`src/rtl/tt_um_rodschz_subtractor04.sv`:
```
// Bit-serial 4-bit subtractor TinyTapeout macro: D = (S - A) mod 16 with borrow,
// computed LSB-first over four clocks after a start edge on uio[0].
module tt_um_rodschz_subtractor04 (
  input  logic       clk,
  input  logic       rst_n,
  input  logic       ena,
  input  logic [7:0] ui_in,
  input  logic [7:0] uio_in,
  output logic [7:0] uo_out,
  output logic [7:0] uio_out,
  output logic [7:0] uio_oe
);

  typedef enum logic [1:0] {
    StIdle,
    StShift,
    StDone
  } state_e;

  state_e      state_q;
  logic        start_q;
  logic [3:0]  sreg_q;
  logic [3:0]  areg_q;
  logic [3:0]  diff_sr_q;
  logic        borrow_acc_q;
  logic [2:0]  idx_q;
  logic [3:0]  diff_q;
  logic        borrow_q;
  logic        busy_q;
  logic        done_q;

  logic        start_edge;
  logic        s0;
  logic        a0;
  logic        d_bit;
  logic        borrow_d;
  logic [3:0]  diff_sr_d;

  assign start_edge = uio_in[0] & ~start_q & ena;

  // One full-subtractor slice applied to the current LSBs.
  always_comb begin
    s0        = sreg_q[0];
    a0        = areg_q[0];
    d_bit     = s0 ^ a0 ^ borrow_acc_q;
    borrow_d  = (~s0 & a0) | (~(s0 ^ a0) & borrow_acc_q);
    diff_sr_d = {d_bit, diff_sr_q[3:1]};
  end

  always_ff @(posedge clk or negedge rst_n) begin
    if (!rst_n) begin
      state_q      <= StIdle;
      start_q      <= 1'b0;
      sreg_q       <= 4'd0;
      areg_q       <= 4'd0;
      diff_sr_q    <= 4'd0;
      borrow_acc_q <= 1'b0;
      idx_q        <= 3'd0;
      diff_q       <= 4'd0;
      borrow_q     <= 1'b0;
      busy_q       <= 1'b0;
      done_q       <= 1'b0;
    end else begin
      start_q <= uio_in[0];
      case (state_q)
        StIdle, StDone: begin
          if (start_edge) begin
            sreg_q       <= ui_in[7:4];
            areg_q       <= ui_in[3:0];
            diff_sr_q    <= 4'd0;
            borrow_acc_q <= 1'b0;
            idx_q        <= 3'd0;
            done_q       <= 1'b0;
            busy_q       <= 1'b1;
            state_q      <= StShift;
          end
        end
        StShift: begin
          borrow_acc_q <= borrow_d;
          diff_sr_q    <= diff_sr_d;
          sreg_q       <= {1'b0, sreg_q[3:1]};
          areg_q       <= {1'b0, areg_q[3:1]};
          idx_q        <= idx_q + 3'd1;
          // Result registers only change on the final slice.
          if (idx_q == 3'd3) begin
            diff_q   <= diff_sr_d;
            borrow_q <= borrow_d;
            busy_q   <= 1'b0;
            done_q   <= 1'b1;
            state_q  <= StDone;
          end
        end
        default: state_q <= StIdle;
      endcase
    end
  end

  assign uo_out  = {1'b0, done_q, busy_q, borrow_q, diff_q};
  assign uio_out = {4'b0000, idx_q, 1'b0};
  assign uio_oe  = 8'b1111_1110;

  logic unused_pins;
  assign unused_pins = ^uio_in[7:1];

endmodule

```
`config.mk`:
```
export PLATFORM = sky130hd
export DESIGN_NAME = tt_um_rodschz_subtractor04
export DESIGN_NICKNAME = d
export VERILOG_FILES = /design/src/rtl/tt_um_rodschz_subtractor04.sv
export SDC_FILE = /design/constraint.sdc
export NUM_CORES = 1
export LEC_CHECK = 0
export ABC_AREA = 1
export CORE_AREA = 2 2 61 63
export DETAILED_ROUTE_END_ITERATION = 6
export DIE_AREA = 0 0 63 65
export GPL_ROUTABILITY_DRIVEN = 0
export PLACE_DENSITY_LB_ADDON = 0.15
export SETUP_SLACK_MARGIN = 0.4
export SLEW_MARGIN = 20
export SYNTH_ARGS = -nofsm -noshare
export SYNTH_HDL_FRONTEND = slang
export SYNTH_SLANG_ARGS = --single-unit
```
`constraint.sdc`:
```
create_clock -name clk -period 2.6 [get_ports clk]
set_input_delay 0.39 -clock clk [delete_from_list [all_inputs] [get_ports clk]]
set_output_delay 0.39 -clock clk [all_outputs]
set_load 0.01 [all_outputs]
```
==> impl_results.md <==
* Area grow syn2layout at 13.5%
* RSZ-0062 raised after global routing: no
* Hold Path Class: input pin to asynchronous set/reset pin
* Starting density of the core at 0.373
* Net Sw Power at 0.599 mW
* Pwr Total at 1.51 mW
* Post-route cell area at 1480 um^2
* Row cnt at 22
* Clock power share at 0.113
* Grt ovf at 0
* Final setup TNS at 0 ns
* PD cells at 1020 nW/um^2
* Synth area leaders: dfrtp_1 48%, nand2_1 14%, nand3_1 11%
* Initial DRC Count at 44
* Worst vdd ir at 0.000393 V
* Die Height at 65 um
* Sink Count at 25
* Vias/cell at 4.37
* Leakage dissipation at 0.772 nW
* Reg2reg setup slack at 1.27 ns
* Crit path max fanout at 4
* Switch share at 0.395
* Skew-Pair Late Insertion Delay at 0.31 ns
* Max-slew violations at 0
* Endpoints failing setup at 0
* Logic pwr share at 0.445
* Residual DRC at 0
* RR Startpoint: state_q[0]$_DFFE_PN0P_
* Period utilization at 0.639
* Die Area at 4100 um^2
* Crit-path cells: clkdlybuf4s50_1
* CP required at 2.21 ns
* Cell count after synthesis at 149
* Final Hold Fails at 0
* Synth Cell Area at 1300 um^2
* Placement Cell Area at 1450 um^2
* WL final at 2200 um
* F_max at 601 MHz
* Syn. warnings at 0
* Primary FF master, synth: dfrtp_1
* Cells on worst reg2reg path at 6
* Post-CTS Hold Buffers at 0
* I/O Buffers at 21
* Flop pwr share at 0.442
* Total CTS buffers at 3
* Nets at 189
* Non-Filler Instances at 214
* Post-synth EDFFs at 0
* Largest net degree at the start of global routing at 27
* HPWL after detailed placement at 1590 um
* Number of top-level pins at 43
* Fin Clk Skew at 0.000791 ns
* CTS tree: built
* Minimum clock period at 1.66 ns
* CP max stage cell: clkdlybuf4s50_1
* CP endpoint kind: primary output
* Setup slack after layout at 0.937 ns
* Largest area contributor in the netlist: dfrtp_1
* Crit start category: flip-flop
* TritonRoute pass-1 iters at 4
* Min Hold Slack at 0.421 ns
* Post-synth cell types at 18
* Asr flop ratio synth at 1.00
* Crit path DAT at 1.27 ns
* Final core occ at 0.423
* Critical path's top delay family: buffers and inverters
* Worst-path clk slew at 0.13 ns
* Max-cap check violation count at 0
* Critical path class: flip-flop to primary output
* Via count at 935
* Max Root-Sink Buffers at 2
* Max incr delay on CP at 0.55 ns
* Synth top cells by count: 50 x nand2_1, 28 x nand3_1, 25 x dfrtp_1, 18 x buf_4, 4 x inv_1
* Initial antenna violation count at 0
* Routed WL per cell at 10.3 um
* Post-CTS Setup Inserts at 0
* Layout cells sized above 1 at 0.0663
* Post-synthesis sequential area ratio at 0.480
* CP bufs+invs at 1
* Total track usage at 0.118
* Root Buffer: clkbuf_4
* CTS resizes at 0
* P_int at 0.915 mW
* Core Area at 3500 um^2
* Share of the synthesized area in the top cell type at 0.480
* Synthesized area per cell at 8.74 um^2
* Die Wd at 63 um
* Number of diodes at 0
* Register bit total from synthesis at 25
* First-pass GRT wire length at 3780 um
* CTS HTree Levels at 1
* Vias in the first global route at 843
* Placed cells at 210
* Status: finished, final reports clean
* Post-place setup slack at 1.05 ns
* Reg2reg end: diff_q[1]$_DFFE_PN0P_
* Post-DRT Antenna Nets at 0
* Top-count cell post-synth: nand2_1
==> area by class of cell <==
type / count / area, um^2
tap: 48 / 60.1
sequential: 25 / 626
inverter: 8 / 35.0
multi-input combinational: 107 / 514
fill: 377 / 2020
timing repair buffer: 22 / 218
clock buffer: 4 / 26.3
==> state kept, by name (all words and copies together) (netlist names) <==
name,cells
diff_sr_q,3
idx_q,3
done_q,1
sreg_q,4
busy_q,1
borrow_acc_q,1
borrow_q,1
diff_q,4
state_q,2
start_q,1
areg_q,4
==> cell families after synthesis <==
logic type | Yosys count | synth area share
other | 2 | 0.00577
adder cells (fa/ha/maj) | 3 | 0.0346
AO/OA/AOI/OAI | 3 | 0.0115
AND/OR/NAND/NOR | 87 | 0.308
buffers and inverters | 29 | 0.159
flip-flops | 25 | 0.480
==> worst max-delay path by stage <==
| stage | startpoint | endpoint | slack (ns) | cells past startpoint |
|---|---|---|---|---|
| finish | idx_q[0]$_DFFE_PN0P_ | uio_out[1] | 0.94 | 1 |
| detailed placement | uio_in[0] | areg_q[3]$_DFFE_PN0P_ | 1.05 | 4 |
| CTS | idx_q[0]$_DFFE_PN0P_ | uio_out[1] | 0.92 | 1 |
| global placement | uio_in[0] | areg_q[3]$_DFFE_PN0P_ | 1.06 | 4 |
| global route | idx_q[0]$_DFFE_PN0P_ | uio_out[1] | 0.88 | 1 |
| floorplan | idx_q[0]$_DFFE_PN0P_ | idx_q[2]$_DFFE_PN0P_ | 1.40 | 4 |
==> worst register-to-register path, cell delays in order (launching register included) <==
cell	delay [ns]
dfrtp_1	0.60
nand2_4	0.25
inv_4	0.15
nand2_4	0.10
inv_4	0.09
nand2_1	0.05
nand2_1	0.05
==> cells in the final DEF (no fill, tap or decap), drive strengths merged <==
cell type	instances
buf	1
ha	2
fa	1
o21ai	3
inv	8
clkbuf	4
clkdlybuf4s50	21
nand3	28
dfrtp	25
nand2	52
conb	14
nor2	3
nand4	1
or2	3
==> power groups by stage <==
stage                     clock network, mW  registers (mW)  logic [mW]
final                                 0.171           0.669       0.674
after global routing                  0.195           0.697       0.779
after CTS                             0.180           0.671       0.693
after detailed placement                  0           0.679       0.692
after global placement                    0           0.671       0.686
after floorplan                           0           0.658       0.546
==> routing by layer <==
layer / global-route usage / vias up / part of all wire
met4: 0.0500 / 0 / 0.0064
met3: 0.0226 / 2 / 0.041
met5: 0 / - / 0
li1: - / 481 / -
met2: 0.185 / 18 / 0.47
met1: 0.159 / 434 / 0.48
Power figures use the tool's default switching activity.
